`src/rtl/pipeline_pkg.sv`:
```
// Shared pipeline constants: writeback select encodings, load Fun3 codes, datapath width.
package pipeline_pkg;

    localparam int unsigned XLEN_DEF = 32;

    // MemtoReg writeback source select
    localparam logic [1:0] WB_SEL_ALU = 2'b00;
    localparam logic [1:0] WB_SEL_MEM = 2'b01;
    localparam logic [1:0] WB_SEL_PC4 = 2'b10;
    localparam logic [1:0] WB_SEL_IMM = 2'b11;

    // Load width / sign select (Fun3)
    localparam logic [2:0] F3_LB  = 3'b000;
    localparam logic [2:0] F3_LH  = 3'b001;
    localparam logic [2:0] F3_LW  = 3'b010;
    localparam logic [2:0] F3_LBU = 3'b100;
    localparam logic [2:0] F3_LHU = 3'b101;

endpackage

```
`src/rtl/pipeline_wb_load_align.sv`:
```
// Load alignment: picks the addressed byte/halfword out of a memory word and extends it.
// Purely combinational so the MEM stage can share it for misaligned-access checks.
module load_align
    import pipeline_pkg::*;
#(
    parameter int unsigned XLEN = XLEN_DEF
) (
    input  logic [2:0]      fun3_i,
    input  logic [1:0]      off_i,
    input  logic [XLEN-1:0] word_i,
    output logic [XLEN-1:0] data_o
);

    logic [7:0]  byte_v;
    logic [15:0] half_v;

    // Lane extraction followed by sign/zero extension; unknown Fun3 passes the word through
    always_comb begin
        byte_v = word_i[{off_i, 3'b000} +: 8];
        half_v = word_i[{off_i[1], 4'b0000} +: 16];
        data_o = word_i;
        case (fun3_i)
            F3_LB:   data_o = {{(XLEN-8){byte_v[7]}}, byte_v};
            F3_LH:   data_o = {{(XLEN-16){half_v[15]}}, half_v};
            F3_LW:   data_o = word_i;
            F3_LBU:  data_o = {{(XLEN-8){1'b0}}, byte_v};
            F3_LHU:  data_o = {{(XLEN-16){1'b0}}, half_v};
            default: data_o = word_i;
        endcase
    end

endmodule

```
`src/rtl/pipeline_wb.sv`:
```
// MEM/WB pipeline register and writeback stage of the RV32I pipeline.
// Drives the register-file write port, the hazard-unit forwarding valid and a retire strobe.
// Optional macro WB_RETIRE_CNT_EN adds a 64-bit retired-instruction counter (Retire_cnt_WB).
module pipeline_wb
    import pipeline_pkg::*;
#(
    parameter int unsigned     XLEN   = XLEN_DEF,
    parameter logic [XLEN-1:0] RST_PC = '0
) (
    input  logic            clk_WB,
    input  logic            rst_WB,
    input  logic            stall_WB,
    input  logic            flush_WB,
    input  logic            valid_in_WB,
    input  logic [XLEN-1:0] PC_in_WB,
    input  logic [XLEN-1:0] ALU_out_in_WB,
    input  logic [XLEN-1:0] Mem_data_in_WB,
    input  logic [XLEN-1:0] Imm_in_WB,
    input  logic [2:0]      Fun3_in_WB,
    input  logic [1:0]      MemtoReg_in_WB,
    input  logic            RegWrite_in_WB,
    input  logic [4:0]      Rd_addr_in_WB,
    output logic [4:0]      Rd_addr_WB,
    output logic [XLEN-1:0] Wt_data_WB,
    output logic            RegWrite_WB,
    output logic            Fwd_valid_WB,
    output logic            Retire_WB
`ifdef WB_RETIRE_CNT_EN
    ,
    output logic [63:0]     Retire_cnt_WB
`endif
);

    logic            valid_q,    valid_d;
    logic [XLEN-1:0] pc_q,       pc_d;
    logic [XLEN-1:0] alu_q,      alu_d;
    logic [XLEN-1:0] mem_q,      mem_d;
    logic [XLEN-1:0] imm_q,      imm_d;
    logic [2:0]      fun3_q,     fun3_d;
    logic [1:0]      sel_q,      sel_d;
    logic            rw_q,       rw_d;
    logic [4:0]      rd_q,       rd_d;
    logic            retired_q,  retired_d;

    logic [XLEN-1:0] load_data;
    logic [XLEN-1:0] wb_sel_data;
    logic            first_cycle;
    logic            we;

    // Next-state for the MEM/WB register: flush > stall > normal load (reset handled in the flop)
    always_comb begin
        valid_d   = valid_q;
        pc_d      = pc_q;
        alu_d     = alu_q;
        mem_d     = mem_q;
        imm_d     = imm_q;
        fun3_d    = fun3_q;
        sel_d     = sel_q;
        rw_d      = rw_q;
        rd_d      = rd_q;
        retired_d = retired_q;
        if (flush_WB) begin
            valid_d   = 1'b0;
            rw_d      = 1'b0;
            rd_d      = 5'd0;
            pc_d      = RST_PC;
            retired_d = 1'b0;
        end else if (stall_WB) begin
            // a held valid instruction has already retired after its first cycle
            retired_d = retired_q | valid_q;
        end else begin
            valid_d   = valid_in_WB;
            pc_d      = PC_in_WB;
            alu_d     = ALU_out_in_WB;
            mem_d     = Mem_data_in_WB;
            imm_d     = Imm_in_WB;
            fun3_d    = Fun3_in_WB;
            sel_d     = MemtoReg_in_WB;
            rw_d      = valid_in_WB & RegWrite_in_WB;
            rd_d      = Rd_addr_in_WB;
            retired_d = 1'b0;
        end
    end

    // MEM/WB register with synchronous reset
    always_ff @(posedge clk_WB) begin
        if (rst_WB) begin
            valid_q   <= 1'b0;
            pc_q      <= RST_PC;
            alu_q     <= '0;
            mem_q     <= '0;
            imm_q     <= '0;
            fun3_q    <= 3'd0;
            sel_q     <= 2'd0;
            rw_q      <= 1'b0;
            rd_q      <= 5'd0;
            retired_q <= 1'b0;
        end else begin
            valid_q   <= valid_d;
            pc_q      <= pc_d;
            alu_q     <= alu_d;
            mem_q     <= mem_d;
            imm_q     <= imm_d;
            fun3_q    <= fun3_d;
            sel_q     <= sel_d;
            rw_q      <= rw_d;
            rd_q      <= rd_d;
            retired_q <= retired_d;
        end
    end

    load_align #(.XLEN(XLEN)) u_load_align (
        .fun3_i (fun3_q),
        .off_i  (alu_q[1:0]),
        .word_i (mem_q),
        .data_o (load_data)
    );

    // Writeback mux and write-port qualification; a reset in progress discards the instruction
    always_comb begin
        first_cycle = valid_q & ~retired_q & ~rst_WB;
        we          = first_cycle & rw_q & (rd_q != 5'd0);
        wb_sel_data = alu_q;
        case (sel_q)
            WB_SEL_ALU: wb_sel_data = alu_q;
            WB_SEL_MEM: wb_sel_data = load_data;
            WB_SEL_PC4: wb_sel_data = pc_q + XLEN'(4);
            WB_SEL_IMM: wb_sel_data = imm_q;
            default:    wb_sel_data = alu_q;
        endcase
        RegWrite_WB  = we;
        Fwd_valid_WB = we;
        Rd_addr_WB   = we ? rd_q : 5'd0;
        Wt_data_WB   = we ? wb_sel_data : '0;
        Retire_WB    = first_cycle;
    end

`ifdef WB_RETIRE_CNT_EN
    logic [63:0] cnt_q, cnt_d;

    // Retired-instruction count; wraps naturally, only reset clears it
    always_comb begin
        cnt_d = cnt_q;
        if (Retire_WB) begin
            cnt_d = cnt_q + 64'd1;
        end
    end

    // Counter register
    always_ff @(posedge clk_WB) begin
        if (rst_WB) begin
            cnt_q <= 64'd0;
        end else begin
            cnt_q <= cnt_d;
        end
    end

    assign Retire_cnt_WB = cnt_q;
`endif

endmodule
```
`config.mk`:
```
export PLATFORM = sky130hd
export DESIGN_NAME = pipeline_wb
export DESIGN_NICKNAME = d
export VERILOG_FILES = /design/src/rtl/pipeline_pkg.sv /design/src/rtl/pipeline_wb_load_align.sv /design/src/rtl/pipeline_wb.sv
export SDC_FILE = /design/constraint.sdc
export NUM_CORES = 1
export LEC_CHECK = 0
export ABC_AREA = 1
export BUFFER_PORTS_ARGS = -buffer_cell sky130_fd_sc_hd__buf_2
export CORE_AREA = 2 2 121 123
export DETAILED_ROUTE_END_ITERATION = 6
export DIE_AREA = 0 0 123 125
export GPL_ROUTABILITY_DRIVEN = 1
export GPL_TIMING_DRIVEN = 0
export HOLD_SLACK_MARGIN = 0.1
export MAX_ROUTING_LAYER = met4
export PLACE_DENSITY = 0.79
export SYNTH_ARGS = -nofsm -noshare
export SYNTH_HDL_FRONTEND = slang
export SYNTH_SLANG_ARGS = --single-unit
```
`constraint.sdc`:
```
create_clock -name clk_WB -period 1.8 [get_ports clk_WB]
set_clock_uncertainty 0.1 [all_clocks]
set_input_delay 0.27 -clock clk_WB [delete_from_list [all_inputs] [get_ports clk_WB]]
set_output_delay 0.27 -clock clk_WB [all_outputs]
set_load 0.05 [all_outputs]
```
==> flow_metrics.env, run 1 <==
export IMPL_clk_pin_slew_ns=0.07
export IMPL_timing_hold_worst_class="in -> reg"
export IMPL_yosysSeqAreaShare_pct=38.0
export IMPL_yosys_cell_types_count=37
export IMPL_clk_latency_ns=0.44
export IMPL_reg2reg_from="alu_q[12]"
export IMPL_syn_inst=1171
export IMPL_leakage_uw=0.00525
export IMPL_cts_max_level=4
export IMPL_die_w_um=123
export IMPL_reg2regPathDepth=2
export IMPL_clockBufferDepth=2
export IMPL_die_y_um=125
export IMPL_die_area_um2=15400
export IMPL_grtUsageTotal_pct=47.2
export IMPL_syn_cell_area_um2=7430
export IMPL_critPathArrivalTime_ns=2.23
export IMPL_drc=1
export IMPL_post_drt_wl_per_cell_um=22.2
export IMPL_ys_flop_type="dfxtp_1"
export IMPL_postLayoutCoreUtil_pct=89.6
export IMPL_cpMaxStageDelayCell="nor4_4"
export IMPL_status="complete, but fails checks"
export IMPL_crit_type="reg -> out"
export IMPL_max_stage_delay_ns=0.47
export IMPL_maxSlewViolCount=0
export IMPL_synth_edff_count=0
export IMPL_fp_coreArea_um2=14200
export IMPL_holdPathStages=3
export IMPL_synth_fp_nets=1316
export IMPL_setup_worst_path_start_class="flop"
export IMPL_syn_avg_cell_area_um2=6.34
export IMPL_fin_cells=1759
export IMPL_setup_slack_ns=-0.795
export IMPL_grt_pass1_wl_um=53700
export IMPL_async_reset_ff_share_pct=0
export IMPL_area_growth_pct=71.3
export IMPL_postRouteAntennaNets=0
export IMPL_numCtsBuffers=17
export IMPL_cp_end_kind="primary output"
export IMPL_violations="DRC, setup timing"
export IMPL_dpl_cell_area_um2=8850
export IMPL_drive_above_1_share_pct=34.8
export IMPL_diodes=0
export IMPL_yosysMostFrequentCell="nor2_1"
export IMPL_vias_per_cell=6.16
export IMPL_yosysTopAreaCell="dfxtp_1"
export IMPL_max_vdd_ir_drop_uv=700
export IMPL_maxSlewHeadroom_pct=57.8
export IMPL_start_util_pct=52.3
export IMPL_cts_sinks=141
export IMPL_crit_chain="inv_2 > nor4_4 > nand2_4 > clkinv_8 > buf_8 > o21ai_1 > a21oi_4 > buf_6"
export IMPL_rrSetupSlack_ns=0.81
export IMPL_place_inst=1537
export IMPL_drtIter0Drc=1491
export IMPL_yosysWarningCount=0
export IMPL_grt_pass1_vias=10100
export IMPL_cap_viol_max_count=0
export IMPL_synth_ff_latch_count=141
export IMPL_antenna_found_initial=0
export IMPL_setup_viol=39
export IMPL_synth_top_cell_area_share_pct=38.0
export IMPL_min_from="PC_in_WB[31]"
export IMPL_hold_end="pc_q[31]"
export IMPL_worst_r2r_endpoint="alu_q[12]"
export IMPL_nets=1707
export IMPL_synth_common_cells="241 x nor2_1, 234 x nand2_1, 156 x o21ai_0, 141 x dfxtp_1, 129 x a21oi_1"
export IMPL_drt_wl_total_um=39100
export IMPL_cts_root_buf="clkbuf_16"
export IMPL_worstMarginPinSlew_ns=0.633
export IMPL_grt_max_degree=17
export IMPL_dp_hpwl_um=21300
export IMPL_gp_congestion=0.988
export IMPL_period_needed_ns=2.60
export IMPL_dr_pass1_iters=7
export IMPL_vias=10800
export IMPL_cts_tree="done"
export IMPL_fin_area_um2=12700
export IMPL_rows=44
export IMPL_power_density_nw_per_um2=697
export IMPL_max_freq_ghz=0.385
export IMPL_whs_ns=0.155
export IMPL_gr_total_overflow=0
export IMPL_cp_max_fo=7
export IMPL_numPortBuffers=182
export IMPL_hold_violations=0
export IMPL_grt_setup_unrepaired="true"
export IMPL_crit_required_ns=1.43
export IMPL_post_place_ws_ns=-0.782
export IMPL_io_pins=184
export IMPL_yosys_top_cells_area="dfxtp_1 38%, nor2_1 12%, nand2_1 12%, o21ai_0 11%, a21oi_1 8.7%"
export IMPL_min_period_over_period_pct=144
[through the flow]
stage          TNS [ns]  total power (uW)
6_report         -27.48              8870
4_1_cts          -18.56              8490
3_3_place_gp     -20.16              4630
5_1_grt          -28.33              9050
2_1_floorplan    -0.713              4190
3_5_place_dp     -20.14              4640
[worst max-delay path by stage]
| stage | to | depth (start not counted) | from | slack [ns] |
|---|---|---|---|---|
| floorplan | Rd_addr_WB[0] | 4 | retired_q | -0.14 |
| global placement | Wt_data_WB[6] | 8 | rst_WB | -0.77 |
| detailed placement | Wt_data_WB[6] | 8 | rst_WB | -0.78 |
| CTS | Wt_data_WB[26] | 10 | pc_q[3] | -0.58 |
| global route | Wt_data_WB[26] | 8 | valid_q | -0.81 |
| finish | Wt_data_WB[26] | 8 | rw_q | -0.80 |
[sequential cells by signal, summed over array words and instances, names as in the netlist]
register,flops
alu_q,32
imm_q,32
mem_q,32
pc_q,32
rd_q,5
fun3_q,3
sel_q,2
retired_q,1
rw_q,1
valid_q,1
[critical path, delay by kind of cell, from the launching register on]
family	cells	cell delay, ns
AOI/OAI and AO/OA	2	0.29
buffers and inverters	4	0.50
DFF	1	0.33
and+or+nand+nor	2	0.65
[where the power goes]
part / switching [uW] / internal (uW) / total, uW
Clock: 1620 / 1850 / 3470
Combinational: 1130 / 803 / 1930
Sequential: 164 / 3300 / 3460
Total: 2910 / 5960 / 8870
[cell families after synthesis]
family	count (synthesis)	share of synthesized area, %
buf+inv	160	9.13
compound gates	319	22.7
fa+ha+maj	1	0.168
simple gates	550	30.0
flops	141	38.0
[layer usage]
metal  up-vias  wire [um]  GRT usage (%)  part of all wire [%]
li1       4598          -              -                     -
met1      4963      13600           56.6                    35
met2       973      17700           73.9                    45
met3       298       4830           9.95                    12
met4         0       3090           24.5                   7.9
met5         -          0              -                     0
[cell usage in the layout (no fill, tap or decap), types with 23 or more instances in the layout]
master           n
nand2_1        199
nor2_1         195
buf_2          155
dlygate4sd3_1  139
o21ai_0        123
dfxtp_1        107
a21oi_1         90
inv_1           72
buf_6           47
nor2_4          35
buf_4           33
a21oi_4         31
clkbuf_1        30
nand2_2         30
nand3_1         25
nand3_2         23
dfxtp_2         23
[what timing repair did]
item                                   4_1_cts  5_1_grt
hold buffers                               139        0
setup endpoints to repair                   39       40
buffers inserted                            27       19
gates cloned                                 3        2
resized for setup                          330      128
pin swaps                                   56       56
endpoints found under the hold margin      139        0
[final cells by class]
type                            instances  area (um^2)
Fill cell                             671         1480
Clock buffer                           18          439
Buffer                                 69          464
Multi-Input combinational cell        870         5050
Clock inverter                         14          125
Inverter                               91          385
Sequential cell                       141         2890
Tap cell                              184          230
Timing Repair Buffer                  372         3130
Note: power is estimated with default switching activity, not from simulation.
==> inputs of run 2 (changes only) <==
clock period = 2.6 ns   (was 1.8 ns; I/O delays follow)
==> flow_metrics.env, run 2 (same netlist as run 1, synthesis figures left out) <==
export IMPL_crit_required_ns=2.11
export IMPL_status="complete, but fails checks"
export IMPL_maxSlewViolCount=0
export IMPL_cts_sinks=141
export IMPL_power_density_nw_per_um2=556
export IMPL_clockBufferDepth=2
export IMPL_fp_coreArea_um2=14200
export IMPL_max_freq_ghz=0.379
export IMPL_diodes=0
export IMPL_dp_hpwl_um=21000
export IMPL_met2_usage_pct=60.3
export IMPL_power_frac_comb_pct=16.7
export IMPL_cp_depth=8
export IMPL_final_common_cell="nand2_1"
export IMPL_power_net_switching_uw=1850
export IMPL_max_stage_delay_ns=0.42
export IMPL_cts_tree="done"
export IMPL_grtUsageTotal_pct=38.8
export IMPL_place_inst=1537
export IMPL_grt_pass1_wl_um=43800
export IMPL_internal_power_uw=3960
export IMPL_post_place_ws_ns=-0.0506
export IMPL_grt_setup_unrepaired="true"
export IMPL_gr_total_overflow=0
export IMPL_nets=1596
export IMPL_critPathArrivalTime_ns=2.15
export IMPL_crit_family="compound AO/OA/AOI/OAI gates"
export IMPL_grt_use_met3_pct=6.98
export IMPL_grt_util_met1_pct=51.3
export IMPL_fillers=1149
export IMPL_hold_violations=0
export IMPL_die_y_um=125
export IMPL_start_util_pct=52.3
export IMPL_crit_buf_inv=2
export IMPL_io_pins=184
export IMPL_postRouteAntennaNets=0
export IMPL_violations="setup timing"
export IMPL_cp_max_fo=7
export IMPL_cp_end_kind="primary output"
export IMPL_vias_per_cell=5.61
export IMPL_switching_share_pct=31.9
export IMPL_grt_max_degree=18
export IMPL_cts_max_level=4
export IMPL_drc=0
export IMPL_clock_power_share_pct=42.3
export IMPL_most_common_layout_cells="226 x nand2_1, 218 x nor2_1, 169 x buf_2, 148 x o21ai_0, 119 x dfxtp_1"
export IMPL_crit_chain="nand3_2 > nor2_4 > a21oi_1 > o21ai_0 > nand2_1 > o21ai_1 > inv_1 > buf_2"
export IMPL_grt_pass1_vias=8187
export IMPL_die_w_um=123
export IMPL_post_drt_wl_per_cell_um=18.5
export IMPL_timing_hold_worst_class="in -> reg"
export IMPL_worstMarginPinSlew_ns=0.649
export IMPL_setup_worst_path_start_class="flop"
export IMPL_reg2reg_from="fun3_q[1]"
export IMPL_cpMaxStageDelayCell="dfxtp_4"
export IMPL_clk_latency_ns=0.44
export IMPL_setup_slack_ns=-0.0375
export IMPL_setup_viol=2
export IMPL_crit_start="pc_q[4]"
export IMPL_reg2regPathDepth=4
export IMPL_dr_pass1_iters=6
export IMPL_numPortBuffers=182
export IMPL_clk_pin_slew_ns=0.07
export IMPL_die_area_um2=15400
export IMPL_area_growth_pct=40.7
export IMPL_pwr_share_seq_pct=41.0
export IMPL_drive_above_1_share_pct=26.1
export IMPL_crit_type="reg -> out"
export IMPL_crit_end="Wt_data_WB[7]"
export IMPL_drtIter0Drc=1217
export IMPL_postLayoutCoreUtil_pct=73.6
export IMPL_cap_viol_max_count=0
export IMPL_cts_root_buf="clkbuf_16"
export IMPL_leakage_uw=0.00450
export IMPL_min_period_over_period_pct=101
export IMPL_vias=9248
export IMPL_maxSlewHeadroom_pct=56.8
export IMPL_rows=44
export IMPL_period_needed_ns=2.64
export IMPL_max_vdd_ir_drop_uv=480
export IMPL_numCtsBuffers=17
export IMPL_rrSetupSlack_ns=1.54
export IMPL_gp_congestion=1.05
export IMPL_top_usage_layer="met2"
export IMPL_worst_r2r_endpoint="fun3_q[1]"
export IMPL_drt_wl_total_um=30500
export IMPL_antenna_found_initial=0
export IMPL_fin_cells=1648
## run 2: cell types whose count changed in the layout (fill, tap and decap cells not counted), sizes merged
cell	before	now
buf	261	223
nand2	242	243
clkbuf	59	61
dlygate4sd3	139	61
inv	96	98
## run 2: worst register-to-register path, delay by kind of cell (launching register included)
kind,cells,cell delay [ns]
DFF,1,0.33
AOI/OAI and AO/OA,1,0.13
buffers and inverters,3,0.44
## run 2: area by class of cell
| type | count | area, um^2 | area share (%) |
|---|---|---|---|
| buffer | 69 | 370 | 3.54 |
| clock buffer | 17 | 425 | 4.07 |
| clock inverter | 15 | 169 | 1.62 |
| inverter | 91 | 359 | 3.44 |
| multi-input combinational | 871 | 4250 | 40.7 |
| sequential | 141 | 2860 | 27.4 |
| tap | 184 | 230 | 2.20 |
| timing repair buffer | 259 | 1780 | 17.0 |
| timing repair inverter | 1 | 5.00 | 0.0479 |
## run 2: what timing repair did
| item | in CTS | in global routing |
|---|---|---|
| gates cloned | 0 | 3 |
| endpoints found under the setup margin | 39 | 32 |
| resized for setup | 59 | 136 |
| setup buffers | 3 | 12 |
| endpoints found under the hold margin | 57 | 4 |
| hold buffers | 57 | 4 |
| pin swaps | 6 | 31 |
## run 2: worst min-delay path by stage
stage / startpoint / endpoint / slack (ns) / cells after the start
floorplan: imm_q[1] / imm_q[1] / 0.32 / 2
global placement: valid_q / retired_q / 0.37 / 2
detailed placement: pc_q[31] / pc_q[31] / 0.37 / 2
CTS: PC_in_WB[18] / pc_q[18] / 0.10 / 3
global route: PC_in_WB[7] / pc_q[7] / 0.1 / 3
finish: PC_in_WB[19] / pc_q[19] / 0.09 / 3
## run 2: through the flow
| step | area [um^2] | TNS [ns] | hold WS (ns) | total power, uW |
|---|---|---|---|---|
| 3_5_place_dp | 8570 | -0.0588 | 0.369 | 3190 |
| 2_1_floorplan | 7430 | 0 | 0.324 | 2860 |
| 4_1_cts | 9920 | -0.0228 | 0.100 | 5680 |
| 5_1_grt | 10400 | -0.594 | 0.0998 | 5990 |
| 3_3_place_gp | 8570 | -0.0575 | 0.365 | 3180 |
| 6_report | 10400 | -0.0451 | 0.0895 | 5810 |
## run 2: power groups by stage
stage / Clock, uW / Combinational (uW) / Sequential (uW)
after floorplan: 0 / 479 / 2390
after global placement: 0 / 764 / 2410
after detailed placement: 0 / 771 / 2420
after CTS: 2450 / 859 / 2370
after global routing: 2560 / 1050 / 2390
final: 2460 / 971 / 2380
## run 2: per-layer routing
metal	vias to the layer above	part of all wire (%)
met1	4206	40
met5	-	0
met3	99	10
li1	4374	-
met4	0	4.0
met2	569	46
